### src/rtl/rsa_pkg.sv
// Shared definitions for the RSA exponentiation sequencer: state encoding,
// default limits and counter widths.
package rsa_pkg;

    localparam int MUL_CNT_W            = 8;
    localparam int INIT_CNT_W           = 8;
    localparam int MAX_MULS_DEFAULT     = 255;
    localparam int INIT_TIMEOUT_DEFAULT = 8;

    typedef enum logic [3:0] {
        IDLE,
        CFG_E,
        CFG_N,
        LOAD,
        WAIT_INIT,
        MOD,
        CHECK,
        MUL,
        DONE,
        RESULT,
        ERR
    } rsa_state_e;

endpackage

### src/rtl/rsa_req_arbiter.sv
// Fixed-priority grant (req_n > req_e > req_start), active only while the
// sequencer is idle so at most one request is accepted per idle cycle.
module rsa_req_arbiter (
    input  logic enable,
    input  logic req_n,
    input  logic req_e,
    input  logic req_start,
    output logic grant_n,
    output logic grant_e,
    output logic grant_start
);

    always_comb begin
        grant_n     = enable & req_n;
        grant_e     = enable & ~req_n & req_e;
        grant_start = enable & ~req_n & ~req_e & req_start;
    end

endmodule

### src/rtl/rsa_sequencer.sv
// Control FSM for a multiply/modulo RSA datapath: arbitrates configuration and
// start requests, sequences the multiply loop and aborts on step or init timeouts.
module rsa_sequencer
    import rsa_pkg::*;
#(
    parameter int MAX_MULS     = MAX_MULS_DEFAULT,
    parameter int INIT_TIMEOUT = INIT_TIMEOUT_DEFAULT
) (
    input  logic       clk,
    input  logic       rst_n,
    input  logic       req_start,
    input  logic       req_e,
    input  logic       req_n,
    input  logic       is_init_done,
    input  logic       is_multiplication_done,
    output logic       ack_start,
    output logic       ack_e,
    output logic       ack_n,
    output logic       initialize,
    output logic       en_multiply,
    output logic       en_modulo,
    output logic       done,
    output logic       update_e,
    output logic       update_n,
    output logic       busy,
    output logic       result_valid,
    output logic       err,
    output rsa_state_e dbg_state
);

    // Handshake: a req_* level sampled high in IDLE is committed; its ack pulses
    // for one cycle together with the matching strobe, and the requester must
    // hold data stable through that cycle and drop the request afterwards.

    rsa_state_e            state, next_state;
    logic [MUL_CNT_W-1:0]  mul_cnt;
    logic [INIT_CNT_W-1:0] init_cnt;
    logic                  grant_n, grant_e, grant_start;

    rsa_req_arbiter u_arbiter (
        .enable      (state == IDLE),
        .req_n       (req_n),
        .req_e       (req_e),
        .req_start   (req_start),
        .grant_n     (grant_n),
        .grant_e     (grant_e),
        .grant_start (grant_start)
    );

    always_comb begin
        next_state = state;
        case (state)
            IDLE: begin
                if (grant_n)          next_state = CFG_N;
                else if (grant_e)     next_state = CFG_E;
                else if (grant_start) next_state = LOAD;
            end
            CFG_E, CFG_N: next_state = IDLE;
            LOAD:         next_state = WAIT_INIT;
            // The first WAIT_INIT cycle still sees the flag from before initialize.
            WAIT_INIT: begin
                if (init_cnt != '0 && is_init_done)
                    next_state = MOD;
                else if (init_cnt == INIT_CNT_W'(INIT_TIMEOUT - 1))
                    next_state = ERR;
            end
            MOD: next_state = CHECK;
            CHECK: begin
                if (is_multiplication_done)                  next_state = DONE;
                else if (mul_cnt == MUL_CNT_W'(MAX_MULS))    next_state = ERR;
                else                                         next_state = MUL;
            end
            MUL:         next_state = MOD;
            DONE:        next_state = RESULT;
            RESULT, ERR: next_state = IDLE;
            default:     next_state = IDLE;
        endcase
    end

    always_ff @(posedge clk or negedge rst_n) begin
        if (!rst_n) begin
            state    <= IDLE;
            mul_cnt  <= '0;
            init_cnt <= '0;
        end else begin
            state <= next_state;
            if (state == LOAD) begin
                mul_cnt  <= '0;
                init_cnt <= '0;
            end
            if (state == WAIT_INIT) init_cnt <= init_cnt + INIT_CNT_W'(1);
            if (state == MUL)       mul_cnt  <= mul_cnt + MUL_CNT_W'(1);
        end
    end

    // Strobes are registered from next_state so each is high exactly in its state.
    always_ff @(posedge clk or negedge rst_n) begin
        if (!rst_n) begin
            ack_start    <= 1'b0;
            ack_e        <= 1'b0;
            ack_n        <= 1'b0;
            initialize   <= 1'b0;
            en_multiply  <= 1'b0;
            en_modulo    <= 1'b0;
            done         <= 1'b0;
            update_e     <= 1'b0;
            update_n     <= 1'b0;
            busy         <= 1'b0;
            result_valid <= 1'b0;
            err          <= 1'b0;
        end else begin
            ack_start    <= (next_state == LOAD);
            ack_e        <= (next_state == CFG_E);
            ack_n        <= (next_state == CFG_N);
            initialize   <= (next_state == LOAD);
            en_multiply  <= (next_state == MUL);
            en_modulo    <= (next_state == MOD);
            done         <= (next_state == DONE);
            update_e     <= (next_state == CFG_E);
            update_n     <= (next_state == CFG_N);
            busy         <= (next_state != IDLE);
            result_valid <= (next_state == RESULT);
            err          <= (next_state == ERR);
        end
    end

    assign dbg_state = state;

endmodule

### config.mk
export PLATFORM = sky130hd
export DESIGN_NAME = rsa_sequencer
export DESIGN_NICKNAME = d
export VERILOG_FILES = /design/src/rtl/rsa_pkg.sv /design/src/rtl/rsa_req_arbiter.sv /design/src/rtl/rsa_sequencer.sv
export SDC_FILE = /design/constraint.sdc
export NUM_CORES = 1
export LEC_CHECK = 0
export CAP_MARGIN = 20
export CORE_ASPECT_RATIO = 0.5
export CORE_MARGIN = 3
export CORE_UTILIZATION = 55
export CTS_BUF_LIST = sky130_fd_sc_hd__clkbuf_8
export CTS_CLUSTER_DIAMETER = 60
export DETAILED_ROUTE_END_ITERATION = 8
export PLACE_DENSITY = 0.81
export SLEW_MARGIN = 5
export SYNTH_ARGS = -nofsm -noshare
export SYNTH_HDL_FRONTEND = slang
export SYNTH_HIERARCHICAL = 1
export SYNTH_SLANG_ARGS = --single-unit
### constraint.sdc
create_clock -name clk -period 2.65 [get_ports clk]
set_clock_uncertainty 0.05 [all_clocks]
set_input_delay 0.53 -clock clk [delete_from_list [all_inputs] [get_ports clk]]
set_output_delay 0.53 -clock clk [all_outputs]
set_load 0.02 [all_outputs]
* Word-level counts from Yosys, hierarchy flattened
Cells that the tools add are included.
** Word-level totals
- Register bits after elaboration :: 29
** Operators by class
- Add/subtract/negate cells :: 2
- Equal/unequal tests :: 16
- Muxes and demuxes :: 11
- Bitwise logic cells :: 7
- Reductions and logical operators :: 6
** Operators with widths (count)
- $mux W4 :: 7
- $pmux W4 S7 :: 1
- $eq A4 B3 Y1 const B :: 6
- $mux W8 :: 3
- $add A8 B1 Y8 const B :: 2
- $eq A4 B4 Y1 const B :: 4
- $eq A4 B2 Y1 const B :: 3
- $eq A8 B3 Y1 const B :: 1
- $eq A8 B8 Y1 const B :: 1
- $reduce_bool A8 Y1 :: 1
- $and A1 B1 Y1 :: 5
- $eq A4 B1 Y1 const B :: 1
- $logic_not A4 Y1 :: 1
- $reduce_bool A2 Y1 :: 2
- $reduce_bool A4 Y1 :: 1
- $not A1 Y1 :: 2
- $logic_and A1 B1 Y1 :: 1

* Depth between registers and ports, before layout
Gate-level depths: netlist of run 1.
- Word-level depth :: 9
- Depth in mapped cells :: 7
- Depth with buffers taken out :: 6

* Modules after synthesis
Netlist of run 1, hierarchy kept.
** By module, submodules not included
- rsa_sequencer :: times used 1, cells each 147, area an instance 1466.4 sq um, sequential area each 725.7 sq um
- rsa_req_arbiter :: times used 1, cells each 3, area an instance 30.0 sq um, sequential area each 0.0 sq um

* Worst setup path before layout of run 1
OpenSTA, ideal clock, no wires.
- Path type :: reg-to-reg
- Start point :: register state[3], in the netlist dbg_state[3]
- End point :: register update_n
- Library setup time :: 0.125 ns
- Data arrival time :: 2.047 ns
- Data required time :: 2.475 ns
- Setup slack :: 0.427 ns
- Stages on the path, launching flop included :: 8
- Path buffers :: 1
- Cells stage by stage :: dfrtp_1 > clkbuf_1 > nor4_1 > and4bb_2 > nor2b_1 > o21ai_0 > a21o_1 > a2111oi_0
** On the way
- Cells in the longest elaborated chain, start to end :: 9
- Elaborated cells on any way between the ends :: 19
- Those cells by class :: 7 x eq/ne; 6 x mux; 5 x bitwise; 1 x reduce/logical
** RTL lines
- from (decl) :: RTL line rsa_sequencer.sv:35 : rsa_state_e state, next_state;
- from (signal assigned) :: RTL line rsa_sequencer.sv:86 : state <= next_state;
- $logic_not A4 Y1 :: RTL line rsa_sequencer.sv:41 : .enable (state == IDLE),
- $and A1 B1 Y1 (3 in a row) :: RTL line rsa_req_arbiter.sv:16 : grant_start = enable & ~req_n & ~req_e & req_start;
- via grant_start :: RTL line rsa_sequencer.sv:38 : logic grant_n, grant_e, grant_start;
- $mux W4 :: RTL line rsa_sequencer.sv:56 : else if (grant_start) next_state = LOAD;
- $mux W4 :: RTL line rsa_sequencer.sv:55 : else if (grant_e) next_state = CFG_E;
- $mux W4 :: RTL line rsa_sequencer.sv:54 : if (grant_n) next_state = CFG_N;
- $pmux W4 S7 :: RTL line rsa_sequencer.sv:52 : case (state)
- $eq A4 B2 Y1 :: RTL line rsa_sequencer.sv:120 : update_n <= (next_state == CFG_N);
- to (signal assigned) :: RTL line rsa_sequencer.sv:120
- to (decl) :: RTL line rsa_sequencer.sv:24 : output logic update_n,
The timed path passes the listed nets, and every way through them passes these cells.
A chain may end at the register's enable or synchronous reset.

* Worst setup path in the final report of run 1
- Start point :: register state[1], in the netlist dbg_state[1]
- End point :: register update_n
The elaborated chain is that of the path after synthesis.

==> flow_metrics.py, run 1 <==
metrics = {
    "placed_design": {
        "dpl.hpwl_um": 2430,
        "numPortBuffers": 22,
        "place_area_um2": 1740,
        "gp_congestion": 0.908,
    },
    "critical_path": {
        "critPathRequiredTime_ps": 2730,
        "reg2reg_to": "update_n$_DFF_PN0_",
        "reg2reg_slack_ps": 330,
        "startpoint_type": "register",
        "crit_arrival_ps": 2400,
        "r2r_start": "dbg_state[1]$_DFF_PN0_",
        "cp-end-kind": "register",
        "ff2ff_path_depth": 6,
        "critPathMaxFanout": 13,
        "setup.worst_path.class": "register to register",
    },
    "detailed_routing": {
        "ant_nets": 0,
        "first_pass_iters": 4,
        "route.detailed.drc": 0,
        "vias": 1240,
        "routed_wl_um": 3440,
        "vias_per_cell": 5.93,
        "wl_per_cell_um": 16.5,
        "drt_iter0_drc": 70,
    },
    "flow_run": {
        "maxCapViolCount": 0,
    },
    "global_route": {
        "grt_pass1_wl_um": 5820,
        "grt-ovfl-total": 0,
        "grt_pass1_vias": 1239,
        "grt_start_max_net_pins": 30,
        "antenna_found_initial": 0,
        "grt_usage": 0.230,
    },
    "yosys": {
        "yosysUniqueCellTypes": 46,
        "yosys.area.top_type": "dfrtp_1",
        "synth_nets": 160,
        "syn_area_per_cell_um2": 9.98,
        "syn_area_um2": 1500,
        "synthArstFlopShare": 1.00,
        "yosys-top-cells-count": "dfrtp_1 (29), nand2_1 (14), nand3_1 (12)",
        "yosysWarnings": 6,
        "synthCells": 150,
        "synth.top_cells.by_area": "dfrtp_1 (48%), nand3_1 (4.0%), nand2_1 (3.5%)",
        "netlist.area_leader.share": 0.485,
        "synth-edff-count": 0,
        "yosysSeqAreaShare": 0.485,
        "synth_seq_cells": 29,
        "yosysMostFrequentCell": "dfrtp_1",
        "synth_ff_type": "dfrtp_1",
    },
    "power_and_ir_drop": {
        "vdd_drop_max_mv": 0.504,
        "p_leak_nw": 0.829,
        "powerDensity_nw_per_um2": 912,
    },
    "worst_hold_path": {
        "hp-start": "mul_cnt[7]$_DFFE_PN0P_",
        "whs_path_depth": 1,
        "min_path_type": "register to register",
        "hold_end": "mul_cnt[7]$_DFFE_PN0P_",
    },
    "clock_network": {
        "cts_tree": "yes",
        "numCtsBuffers": 5,
        "clk_path_buf_depth": 2,
        "cts-root-buf": "clkbuf_8",
        "cts_sinks": 29,
        "cts_setup_buffers": 0,
        "cts.clk_slew.worst_paths_ps": 60,
        "clock_latency_ps": 280,
        "h-tree-depth": 2,
    },
    "layout": {
        "fin_area_um2": 1830,
        "syn_to_final_growth_pct": 22.5,
        "nFillCells": 160,
        "antennaDiodeCount": 0,
        "final_nets": 184,
        "drive_gt1_frac": 0.109,
    },
    "status": {
        "outcome": "complete, no violations",
    },
    "floorplan": {
        "start_util": 0.627,
        "pin_count": 23,
        "die_area_um2": 3420,
        "die_w_um": 79.8,
        "die_y_um": 42.9,
        "rows": 12,
        "core_um2": 2390,
    },
    "sta": {
        "hold_viol": 0,
        "finalCritPeriodShare": 0.876,
        "max_freq_mhz": 431,
        "setup_viol": 0,
        "final.min_clock_period_ps": 2320,
        "slew_headroom": 0.585,
        "worst_pin_slew_ps": 615,
        "rsz0062_at_grt": "no",
        "finalMaxSlewViolations": 0,
        "finalSetupTns_ps": 0,
    },
}
==> metrics by stage <==
step / hold slack, ps / total power [mW] / utilization / std cells / setup slack, ps
after floorplan: 184 / 1.06 / - / 150 / 427
after global placement: 413 / 1.27 / 0.729 / 202 / 398
after detailed placement: 416 / 1.30 / 0.729 / 202 / 230
after CTS: 423 / 1.67 / 0.765 / 209 / 193
after global routing: 468 / 1.78 / 0.768 / 209 / 121
final: 422 / 1.67 / 0.768 / 209 / 328
==> state kept, by name (all words and copies together) (netlist names) <==
signal	cells
en_multiply	1
en_modulo	1
done	1
result_valid	1
busy	1
init_cnt	8
err	1
update_e	1
initialize	1
mul_cnt	8
update_n	1
dbg_state	4
==> report_power, final <==
part	switching, mW	internal, mW	leakage [nW]
clock network	0.158	0.201	0.0485
registers	0.105	0.535	0.393
logic	0.359	0.312	0.388
total	0.622	1.05	0.829
==> worst max-delay path, cell delays in order, from the launching register on <==
cell	delay, ps
dfrtp_1	520
nor4_2	380
and4bb_2	280
nor2b_1	130
o21ai_0	130
a21o_1	230
a2111oi_0	450
==> final cells by class <==
class | instances | area, µm² | share of cell area
Multi-Input combinational cell | 109 | 716 | 0.390
Tap cell | 35 | 43.8 | 0.0239
Inverter | 3 | 11.3 | 0.00614
Clock buffer | 6 | 82.6 | 0.0451
Clock inverter | 1 | 3.75 | 0.00205
Sequential cell | 29 | 726 | 0.396
Timing Repair Buffer | 26 | 250 | 0.137
==> routing by layer <==
| layer | vias up | GRT usage | routed length, µm |
|---|---|---|---|
| li1 | 598 | - | - |
| met1 | 594 | 0.298 | 1560 |
| met2 | 43 | 0.368 | 1610 |
| met3 | 5 | 0.0720 | 234 |
| met4 | 0 | 0.0774 | 30 |
| met5 | - | 0 | 0 |
==> placed cells by master (no fill, tap or decap), types with 3 or more instances in the layout <==
master,netlist,routed
clkdlybuf4s50_1,0,22
nand2_1,14,14
a21oi_1,4,4
o21ai_0,8,8
nand3_1,12,12
and2_1,3,3
clkbuf_8,0,6
nor3_1,3,3
dfrtp_1,29,29
o21ai_1,7,7
ha_1,3,3
nand4_1,3,3
a21o_1,3,3
nor2_1,8,8
and3_1,3,3
inv_1,3,4
nor2b_1,3,3
buf_4,3,4
==> logic make-up after synthesis <==
group	synth area share
buffers and inverters	0.0410
and+or+nand+nor	0.272
AOI/OAI and AO/OA	0.158
muxes	0.0134
DFF	0.485
xor gates and xnor gates	0.00585
adders and majority gates	0.0251
==> how the worst max path moves through the flow <==
stage / to / start / slack, ps
final: update_n$_DFF_PN0_ / dbg_state[1]$_DFF_PN0_ / 330
after global routing: update_n$_DFF_PN0_ / dbg_state[1]$_DFF_PN0_ / 120
after CTS: update_n$_DFF_PN0_ / dbg_state[1]$_DFF_PN0_ / 190
after detailed placement: update_n$_DFF_PN0_ / dbg_state[1]$_DFF_PN0_ / 230
after global placement: update_n$_DFF_PN0_ / req_e / 400
after floorplan: update_n$_DFF_PN0_ / dbg_state[3]$_DFF_PN0_ / 430
==> what timing repair did <==
item | CTS | global route
hold buffers | 0 | 0
resized for setup | 0 | 1
endpoints found under the setup margin | 0 | 1
(Power assumes the default switching activity.)
==> inputs of run 2 (changes only) <==
--- a/config.mk
+++ b/config.mk
@@ -12,6 +12,7 @@
 export CTS_BUF_LIST = sky130_fd_sc_hd__clkbuf_8
 export CTS_CLUSTER_DIAMETER = 60
 export DETAILED_ROUTE_END_ITERATION = 8
+export GPL_TIMING_DRIVEN = 0
 export PLACE_DENSITY = 0.81
 export SLEW_MARGIN = 5
 export SYNTH_ARGS = -nofsm -noshare
==> run 2 against run 1 <==
- critical path depth is 1 higher
- register-to-register slack worse by 110 ps
- setup slack worse by 110 ps
- critical endpoint unchanged
- largest power group unchanged
- clock power hardly changed
- hold slack better by 10 ps
==> flow_metrics.py, run 2 (synthesis gave the netlist of run 1 again) <==
metrics = {
    "power_and_ir_drop": {
        "power_mw": 1.68,
        "p_leak_nw": 0.853,
        "powerDensity_nw_per_um2": 897,
        "vdd_drop_max_mv": 0.633,
    },
    "critical_path": {
        "cp-end-kind": "register",
        "ff2ff_path_depth": 7,
        "crit_chain": "clkbuf_1 > nor4_2 > and2_2 > o21ba_2 > o21ai_0 > nand4b_1 > a2111oi_2",
        "critPathRequiredTime_ps": 2750,
        "startpoint_type": "register",
        "reg2reg_slack_ps": 220,
        "cp_slowest_cell": "dfrtp_1",
        "crit_path_max_incr_delay_ps": 420,
        "r2r_start": "dbg_state[3]$_DFF_PN0_",
        "crit_arrival_ps": 2530,
        "reg2reg_to": "update_n$_DFF_PN0_",
        "setup.worst_path.class": "register to register",
        "critPathMaxFanout": 10,
    },
    "clock_network": {
        "clk_path_buf_depth": 2,
        "cts_sinks": 29,
        "h-tree-depth": 2,
        "cts.clk_slew.worst_paths_ps": 60,
        "numCtsBuffers": 5,
        "cts_setup_buffers": 0,
        "cts_tree": "yes",
        "cts-root-buf": "clkbuf_8",
        "clock_latency_ps": 280,
    },
    "sta": {
        "setup_ws_ps": 218,
        "finalMaxSlewViolations": 0,
        "slew_headroom": 0.479,
        "finalSetupTns_ps": 0,
        "hold_viol": 0,
        "final.min_clock_period_ps": 2430,
        "setup_viol": 0,
        "max_freq_mhz": 411,
        "worst_pin_slew_ps": 772,
        "finalCritPeriodShare": 0.918,
    },
    "status": {
        "outcome": "complete, no violations",
    },
    "worst_hold_path": {
        "whs_path_depth": 1,
        "hold_end": "mul_cnt[7]$_DFFE_PN0P_",
        "hp-start": "mul_cnt[7]$_DFFE_PN0P_",
        "min_path_type": "register to register",
    },
    "detailed_routing": {
        "routed_wl_um": 3250,
        "vias_per_cell": 5.90,
        "route.detailed.drc": 0,
        "vias": 1269,
        "wl_per_cell_um": 15.1,
        "drt_iter0_drc": 52,
        "first_pass_iters": 4,
        "ant_nets": 0,
    },
    "placed_design": {
        "dpl.hpwl_um": 2360,
        "numPortBuffers": 22,
        "gp_congestion": 0.813,
        "dp_slack_ps": -36.3,
    },
    "global_route": {
        "grt_pass1_wl_um": 5470,
        "grt.busiest_layer": "met2",
        "grt_use_met2": 0.337,
        "grt_start_max_net_pins": 21,
        "met1_usage": 0.278,
        "grt_pass1_vias": 1179,
        "antenna_found_initial": 0,
        "gr-usage-met3": 0.0763,
        "grt-ovfl-total": 0,
        "grt_usage": 0.216,
    },
    "layout": {
        "drive_gt1_frac": 0.133,
        "final_common_cell": "dfrtp_1",
        "most-common-layout-cells": "dfrtp_1 (29), clkdlybuf4s50_1 (22), nand2_1 (14), nand3_1 (12)",
        "fin_util": 0.785,
        "antennaDiodeCount": 0,
        "final_nets": 190,
        "syn_to_final_growth_pct": 25.3,
    },
    "floorplan": {
        "die_area_um2": 3420,
        "pin_count": 23,
        "die_y_um": 42.9,
        "core_um2": 2390,
        "rows": 12,
        "start_util": 0.627,
        "die_w_um": 79.8,
    },
    "flow_run": {
        "maxCapViolCount": 0,
    },
}
[run 2: changes by cell type in the layout (fill, tap and decap cells not counted), sizes merged]
cell    delta
clkbuf     +2
buf        +4
[run 2: report_power, final]
group          internal, mW  leakage (nW)  total [mW]  switching (mW)
sequential            0.535         0.393       0.609          0.0742
clock                 0.201        0.0485       0.357           0.156
combinational         0.325         0.412       0.715           0.390
[run 2: repair_timing]
action,in CTS,in global routing
endpoints found under the setup margin,1,2
gates resized for setup,1,2
hold buffers,0,0
[run 2: worst max path at each step]
stage | from | to | slack [ps]
6_report | dbg_state[3]$_DFF_PN0_ | update_n$_DFF_PN0_ | 220
5_1_grt | dbg_state[3]$_DFF_PN0_ | update_n$_DFF_PN0_ | -20
4_1_cts | dbg_state[3]$_DFF_PN0_ | update_n$_DFF_PN0_ | 20
3_5_place_dp | dbg_state[3]$_DFF_PN0_ | update_n$_DFF_PN0_ | -40
3_3_place_gp | dbg_state[3]$_DFF_PN0_ | update_n$_DFF_PN0_ | -50
2_1_floorplan | dbg_state[3]$_DFF_PN0_ | update_n$_DFF_PN0_ | 430
[run 2: worst max-delay path, delay by kind of cell, from the launching register on]
family | cells | cell delay, ps
and+or+nand+nor | 3 | 860
DFF | 1 | 420
buffers and inverters | 1 | 220
AOI/OAI and AO/OA | 3 | 750
[run 2: final cells by class]
class / count / area, µm²
Inverter: 3 / 11.3
Sequential cell: 29 / 726
Timing Repair Buffer: 23 / 235
Buffer: 9 / 50.0
Clock buffer: 6 / 82.6
Tap cell: 35 / 43.8
Multi-Input combinational cell: 109 / 722
Clock inverter: 1 / 3.75
Fill cell: 158 / 513
[run 2: per-stage QoR]
stage,hold WS (ps),std cells,instance area (µm²)
finish,432,215,1870
detailed placement,420,208,1780
CTS,427,215,1860
floorplan,184,150,1500
global route,443,215,1870
global placement,410,207,1760
[run 2: metal layers]
layer,wire (µm),up-vias
met5,0,-
met4,51,0
met3,183,9
met2,1490,33
met1,1530,619
li1,-,608
